`src/rtl/gpr_pkg.sv`:
```
// Shared types and constants for the scoreboarded general-purpose register file.
package gpr_pkg;

  localparam int DEF_DATA_W = 32;
  localparam int DEF_ADDR_W = 5;

  typedef logic [DEF_DATA_W-1:0] reg_data_t;
  typedef logic [DEF_ADDR_W-1:0] reg_addr_t;

  localparam reg_addr_t ZERO_REG = '0;

endpackage

```
`src/rtl/gpr_file_sb_if.sv`:
```
// Decode-stage bus of the register file: read ports, write ports, reserve handshake, flush.
interface gpr_file_sb_if
  import gpr_pkg::*;
#(
  parameter int DATA_W = DEF_DATA_W,
  parameter int ADDR_W = DEF_ADDR_W,
  parameter int NUM_RD = 3,
  parameter int NUM_WR = 2
);

  logic [NUM_RD*ADDR_W-1:0] rd_addr;
  logic [NUM_RD*DATA_W-1:0] rd_data;
  logic [NUM_RD-1:0]        rd_pending;
  logic [NUM_WR-1:0]        wr_en;
  logic [NUM_WR*ADDR_W-1:0] wr_addr;
  logic [NUM_WR*DATA_W-1:0] wr_data;
  logic                     rsv_en;
  logic [ADDR_W-1:0]        rsv_addr;
  logic                     rsv_ready;
  logic                     flush;
  logic                     wr_conflict;

  modport master (
    output rd_addr, wr_en, wr_addr, wr_data, rsv_en, rsv_addr, flush,
    input  rd_data, rd_pending, rsv_ready, wr_conflict
  );

  modport slave (
    input  rd_addr, wr_en, wr_addr, wr_data, rsv_en, rsv_addr, flush,
    output rd_data, rd_pending, rsv_ready, wr_conflict
  );

endinterface

```
`src/rtl/gpr_scoreboard.sv`:
```
// Per-register pending bits: reserve/flush/write-complete update and read-side stall masking.
module gpr_scoreboard
  import gpr_pkg::*;
#(
  parameter int ADDR_W = DEF_ADDR_W,
  parameter int NUM_RD = 3
) (
  input  logic                          clk,
  input  logic                          reset,
  input  logic                          rsv_en,
  input  logic [ADDR_W-1:0]             rsv_addr,
  input  logic                          flush,
  input  logic [2**ADDR_W-1:0]          wr_hit,
  input  logic [NUM_RD-1:0][ADDR_W-1:0] rd_addr,
  output logic [NUM_RD-1:0]             rd_pending,
  output logic                          rsv_ready
);

  localparam int DEPTH = 2**ADDR_W;

  logic [DEPTH-1:0] r_pending;
  logic             w_rsv_nonzero;
  logic             w_rsv_accept;

  assign w_rsv_nonzero = (rsv_addr != ADDR_W'(ZERO_REG));
  // A write landing this cycle retires the old producer, so a new one may claim the register.
  assign rsv_ready     = !w_rsv_nonzero || !r_pending[rsv_addr] || wr_hit[rsv_addr];
  assign w_rsv_accept  = rsv_en && rsv_ready && w_rsv_nonzero;

  always_ff @(posedge clk or negedge reset) begin
    if (!reset) begin
      r_pending <= '0;
    end else begin
      r_pending[0] <= 1'b0;
      for (int r = 1; r < DEPTH; r++) begin
        if (w_rsv_accept && (rsv_addr == ADDR_W'(r))) r_pending[r] <= 1'b1;
        else if (flush)                               r_pending[r] <= 1'b0;
        else if (wr_hit[r])                           r_pending[r] <= 1'b0;
      end
    end
  end

  // NOTE: every variable assigned in always_comb gets a default first so no latch is inferred.
  always_comb begin
    rd_pending = '0;
    for (int i = 0; i < NUM_RD; i++) begin
      rd_pending[i] = r_pending[rd_addr[i]] && !wr_hit[rd_addr[i]];
    end
  end

endmodule

```
`src/rtl/gpr_file_sb.sv`:
```
// Multi-port register file with write bypass, write-collision flag and pending scoreboard.
module gpr_file_sb
  import gpr_pkg::*;
#(
  parameter int DATA_W = DEF_DATA_W,
  parameter int ADDR_W = DEF_ADDR_W,
  parameter int NUM_RD = 3,
  parameter int NUM_WR = 2,
  parameter int BYPASS = 1
) (
  input logic          clk,
  input logic          reset,
  gpr_file_sb_if.slave bus
);

  localparam int DEPTH = 2**ADDR_W;

  logic [DATA_W-1:0]             r_regs [DEPTH];
  logic                          r_wr_conflict;

  logic [NUM_RD-1:0][ADDR_W-1:0] w_rd_addr;
  logic [NUM_RD-1:0][DATA_W-1:0] w_rd_data;
  logic [NUM_WR-1:0][ADDR_W-1:0] w_wr_addr;
  logic [NUM_WR-1:0][DATA_W-1:0] w_wr_data;
  logic [NUM_WR-1:0]             w_wr_eff;
  logic [DEPTH-1:0]              w_wr_hit;
  logic                          w_conflict;

  assign w_rd_addr = bus.rd_addr;
  assign w_wr_addr = bus.wr_addr;
  assign w_wr_data = bus.wr_data;

  // Gating with reset keeps a write in flight during reset out of both the array and the bypass.
  always_comb begin
    w_wr_eff = '0;
    w_wr_hit = '0;
    for (int j = 0; j < NUM_WR; j++) begin
      w_wr_eff[j] = reset && bus.wr_en[j] && (w_wr_addr[j] != ADDR_W'(ZERO_REG));
      if (w_wr_eff[j]) w_wr_hit[w_wr_addr[j]] = 1'b1;
    end
  end

  always_comb begin
    w_conflict = 1'b0;
    for (int i = 0; i < NUM_WR; i++) begin
      for (int j = i + 1; j < NUM_WR; j++) begin
        if (w_wr_eff[i] && w_wr_eff[j] && (w_wr_addr[i] == w_wr_addr[j])) w_conflict = 1'b1;
      end
    end
  end

  // NOTE: the array is reset because reset must zero every architectural register; this
  // forces flops rather than RAM, which is acceptable at this depth.
  always_ff @(posedge clk or negedge reset) begin
    if (!reset) begin
      for (int k = 0; k < DEPTH; k++) r_regs[k] <= '0;
      r_wr_conflict <= 1'b0;
    end else begin
      // NOTE: sequential state uses non-blocking assignment; on a shared address the
      // later (higher-index) port's assignment is the one that lands.
      for (int j = 0; j < NUM_WR; j++) begin
        if (w_wr_eff[j]) r_regs[w_wr_addr[j]] <= w_wr_data[j];
      end
      r_wr_conflict <= w_conflict;
    end
  end

  always_comb begin
    w_rd_data = '0;
    for (int i = 0; i < NUM_RD; i++) begin
      w_rd_data[i] = r_regs[w_rd_addr[i]];
      if (BYPASS != 0) begin
        for (int j = 0; j < NUM_WR; j++) begin
          if (w_wr_eff[j] && (w_wr_addr[j] == w_rd_addr[i])) w_rd_data[i] = w_wr_data[j];
        end
      end
      if (w_rd_addr[i] == ADDR_W'(ZERO_REG)) w_rd_data[i] = '0;
    end
  end

  assign bus.rd_data     = w_rd_data;
  assign bus.wr_conflict = r_wr_conflict;

  gpr_scoreboard #(
    .ADDR_W (ADDR_W),
    .NUM_RD (NUM_RD)
  ) u_scoreboard (
    .clk        (clk),
    .reset      (reset),
    .rsv_en     (bus.rsv_en),
    .rsv_addr   (bus.rsv_addr),
    .flush      (bus.flush),
    .wr_hit     (w_wr_hit),
    .rd_addr    (w_rd_addr),
    .rd_pending (bus.rd_pending),
    .rsv_ready  (bus.rsv_ready)
  );

endmodule

```
`src/flat_wrapper.sv`:
```
// flat-port wrapper written by rule: the top's interface ports become plain ports
module gpr_file_sb_flat import gpr_pkg::*;
#(
  parameter int DATA_W = DEF_DATA_W,
  parameter int ADDR_W = DEF_ADDR_W,
  parameter int NUM_RD = 3,
  parameter int NUM_WR = 2,
  parameter int BYPASS = 1
)
  (clk, reset, bus_rd_addr, bus_wr_en, bus_wr_addr, bus_wr_data, bus_rsv_en, bus_rsv_addr, bus_flush, bus_rd_data, bus_rd_pending, bus_rsv_ready, bus_wr_conflict);
  gpr_file_sb_if #(.DATA_W(DATA_W), .ADDR_W(ADDR_W), .NUM_RD(NUM_RD), .NUM_WR(NUM_WR)) bus_i ();
  input logic clk;
  input logic reset;
  input wire logic [$bits(bus_i.rd_addr)-1:0] bus_rd_addr;
  input wire logic [$bits(bus_i.wr_en)-1:0] bus_wr_en;
  input wire logic [$bits(bus_i.wr_addr)-1:0] bus_wr_addr;
  input wire logic [$bits(bus_i.wr_data)-1:0] bus_wr_data;
  input wire logic [$bits(bus_i.rsv_en)-1:0] bus_rsv_en;
  input wire logic [$bits(bus_i.rsv_addr)-1:0] bus_rsv_addr;
  input wire logic [$bits(bus_i.flush)-1:0] bus_flush;
  output wire logic [$bits(bus_i.rd_data)-1:0] bus_rd_data;
  output wire logic [$bits(bus_i.rd_pending)-1:0] bus_rd_pending;
  output wire logic [$bits(bus_i.rsv_ready)-1:0] bus_rsv_ready;
  output wire logic [$bits(bus_i.wr_conflict)-1:0] bus_wr_conflict;
  assign bus_i.rd_addr = bus_rd_addr;
  assign bus_i.wr_en = bus_wr_en;
  assign bus_i.wr_addr = bus_wr_addr;
  assign bus_i.wr_data = bus_wr_data;
  assign bus_i.rsv_en = bus_rsv_en;
  assign bus_i.rsv_addr = bus_rsv_addr;
  assign bus_i.flush = bus_flush;
  assign bus_rd_data = bus_i.rd_data;
  assign bus_rd_pending = bus_i.rd_pending;
  assign bus_rsv_ready = bus_i.rsv_ready;
  assign bus_wr_conflict = bus_i.wr_conflict;
  gpr_file_sb #(.DATA_W(DATA_W), .ADDR_W(ADDR_W), .NUM_RD(NUM_RD), .NUM_WR(NUM_WR), .BYPASS(BYPASS)) u_core (.clk(clk), .reset(reset), .bus(bus_i));
endmodule
```
`config.mk`:
```
export PLATFORM = sky130hd
export DESIGN_NAME = gpr_file_sb_flat
export DESIGN_NICKNAME = d
export VERILOG_FILES = /design/src/rtl/gpr_pkg.sv /design/src/rtl/gpr_file_sb_if.sv /design/src/rtl/gpr_scoreboard.sv /design/src/rtl/gpr_file_sb.sv /design/src/flat_wrapper.sv
export SDC_FILE = /design/constraint.sdc
export NUM_CORES = 2
export LEC_CHECK = 0
export CAP_MARGIN = 30
export CELL_PAD_IN_SITES_DETAIL_PLACEMENT = 0
export CELL_PAD_IN_SITES_GLOBAL_PLACEMENT = 1
export CORE_UTILIZATION = 35
export DETAILED_ROUTE_END_ITERATION = 7
export PLACE_DENSITY = 0.7
export SETUP_SLACK_MARGIN = 0.15
export SLEW_MARGIN = 20
export SYNTH_ARGS = -nofsm -noshare
export SYNTH_HDL_FRONTEND = slang
export SYNTH_SLANG_ARGS = --single-unit
```
`constraint.sdc`:
```
create_clock -name clk -period 4.6 [get_ports clk]
set_clock_uncertainty 0.2 [all_clocks]
set_input_delay 0.92 -clock clk [delete_from_list [all_inputs] [get_ports clk]]
set_output_delay 0.92 -clock clk [all_outputs]
set_load 0.05 [all_outputs]
```
==> impl_metrics.csv <==
group,metric,value,unit
finish,nets,6954,
placed_design,dp.cells,9523,
pwr,vdd_drop_max,0.0003563,V
global_routing,grt_overflow,0,
die,die_w,469.9,um
global_routing,antenna_found_initial,12,
die,dieHeight,469.9,um
clocking,clk_pin_slew,0.06,ns
yosys,synth_edf_count,0,
yosys,synth_mux_area_share,42.08,%
finish,multi_input_comb_area,47340,um^2
timing,hold_viol_final,0,
yosys,synthCells,6748,
yosys,syn_area_per_cell,11.36,um^2
placed_design,gp_congestion,0.9304,
finish,drive_gt1_share,32.61,%
yosys,synthFlopType,"dfrtp_1",
finish,final_common_cell,"dfrtp_1",
clocking,cts_buffers,120,
setup_path,timing.reg2reg.setup_slack,2.07,ns
clocking,cts_root_buffer,"clkbuf_16",
global_routing,first_global_vias,62001,
drt,wl,343200,um
setup_path,criticalPathCategory,"in2out",
timing,fin_crit_sh,96.42,%
yosys,synth-compound-area-share,10.94,%
die,placementRows,171,
timing,rsz0062_at_grt,"yes",
pwr,power.density,404.4,nW/um^2
drt,drt_pass1_iterations,8,
finish,area_growth_syn_to_layout,21.05,%
timing,max-slew-margin-rel,30.30,%
die,core,217400,um^2
timing,setup_violations,0,
timing,whs,0.2189,ns
timing,fin_tns_setup,0,ns
timing,period_needed,4.436,ns
yosys,syn_nets,6848,
yosys,synth_cell_type_count,86,
setup_path,crit_arrival,3.32,ns
clocking,clk_latency,0.81,ns
placed_design,place_ws,-0.4518,ns
drt,ant_nets,0,
setup_path,start_kind,"input pin",
yosys,ys_ff_latch,1056,
die,pin_count,201,
placed_design,port_buffers,200,
placed_design,dp_hpwl,212300,um
finish,fillCellCount,20004,
yosys,ys_warn_count,0,
drt,drcViolationCount,0,
pwr,p_leak,38.01,nW
setup_path,crit_required,3.48,ns
global_routing,grt_max_degree,148,
timing,tightest_slew,1.045,ns
global_routing,grt_pass1_wl,481800,um
clocking,clockBufferDepth,3,
pwr,p_total,37.51,mW
yosys,synth-simple-area-share,6.966,%
finish,fin_cells,9820,
setup_path,critPathCaptureType,"primary output",
yosys,synth-adder-area-share,0,%
drt,vias_per_cell,6.605,
yosys,mappedNetlistArea,76630,um^2
clocking,clock-sinks,1056,
yosys,async_flop_share,100.0,%
timing,final_max_slew_viol_count,0,
yosys,synth_xor_area_share,0.4000,%
clocking,cts_tree,"done",
clocking,cts_max_level,3,
outcome,status,"completed",
drt,drtIter0Drc,10050,
finish,final_cell_mix,"dfrtp_1, mux4_2, mux2i_1, a21oi_1, nor2_1",
drt,dr_total_vias,64857,
hold_path,hp-class,"reg2reg",
timing,worst_slack,0.1645,ns
job,max-cap-violations,0,
global_routing,grt.total_usage,30.40,%
drt,wl_per_cell,34.95,um
yosys,yosysSeqAreaShare,34.49,%
yosys,synth_top_family_by_area,"multiplexers",
die,die-area,220800,um^2
die,start_util,35.25,%
finish,seq_area,26430,um^2
timing,clock.fmax,0.2255,GHz
setup_path,path_max_fanout,26,
## cells in the mapped netlist (9+ instances only)
cell      instances  area [um^2]
buf_1           144        540.5
clkbuf_1        575         2158
buf_2           196        980.9
a22oi_1         109        818.3
o221ai_1         13        113.9
xnor2_1          27        236.5
nor2_1          611         2293
inv_1            15        56.30
mux4_2          988        22250
dfrtp_1        1056        26430
nand4_1           9        56.30
a21oi_1         589         2948
nor3_1           29        145.1
o21ai_0         439         2197
nand2_1         483         1813
o21ai_1          90        450.4
buf_4            15        112.6
mux2i_1         988         9889
a32oi_1         103        902.1
mux2_2            9        101.4
nand3_1          33        165.2
or2_2             9        56.30
o22ai_1          42        262.8
## critical path: stages
cell     delay, ns
buf_8         0.32
buf_12        0.29
buf_4         0.19
mux4_2        0.32
mux4_2        0.49
mux2i_1       0.28
buf_4         0.19
o21ai_1       0.09
buf_12        0.17
## power breakdown
part / total, mW / switching, mW / internal [mW]
Combinational: 12.8 / 5.80 / 7.02
Sequential: 13.7 / 2.22 / 11.4
Clock: 11.0 / 4.50 / 6.53
Total: 37.5 / 12.5 / 25.0
## layer usage
layer | part of all wire (%) | global-route usage [%] | up-vias
met5 | 0.033 | 0 | -
met4 | 5.6 | 14.53 | 12
met3 | 13 | 9.757 | 1035
met2 | 43 | 44.64 | 4828
met1 | 38 | 40.49 | 32992
li1 | - | - | 25990
## final timing paths
| kind | cells past startpoint | from | end |
|---|---|---|---|
| min reg2reg | 0 | u_core.r_regs[1020] | u_core.r_regs[1020] |
| max in group asynchronous | 4 | reset | u_core.r_regs[371] |
| max | 9 | bus_rd_addr[1] | bus_rd_data[12] |
| min in group asynchronous | 2 | reset | u_core.u_scoreboard.r_pending[13] |
| max reg2reg | 7 | u_core.u_scoreboard.r_pending[8] | u_core.u_scoreboard.r_pending[2] |
| min | 0 | u_core.r_regs[1020] | u_core.r_regs[1020] |
## state kept, by name, summed over array words and instances, names as in the netlist
name / flops
u_core.bus.wr_conflict: 1
u_core.u_scoreboard.r_pending: 31
u_core.r_regs: 1024
## layout make-up
type                       count  area share (%)
tap                         2854           3.850
timing repair buffer         921           11.67
clock inverter                60          0.9955
clock buffer                 169           3.848
inverter                      18         0.09982
multi-input combinational   4737           51.03
sequential                  1056           28.49
antenna                        5         0.01349
## repair_timing
item,in CTS,in global routing
endpoints found under the setup margin,100,84
gates resized for setup,154,63
pin swaps,21,19
hold endpoints to repair,1,0
gates cloned,6,4
hold buffers,1,0
setup buffers,26,23
## per-stage QoR
step | utilization [%] | area [um^2]
finish | 42.67 | 92760
global route | 42.67 | 92750
CTS | 42.39 | 92150
detailed placement | 39.92 | 86770
global placement | 39.82 | 86550
floorplan | - | 76630
## kinds of logic after synthesis
logic type	count (synthesis)
mux	1985
xor+xnor	35
flops	1056
simple gates	1262
buf+inv	955
compound gates	1455
(Power assumes the default switching activity.)
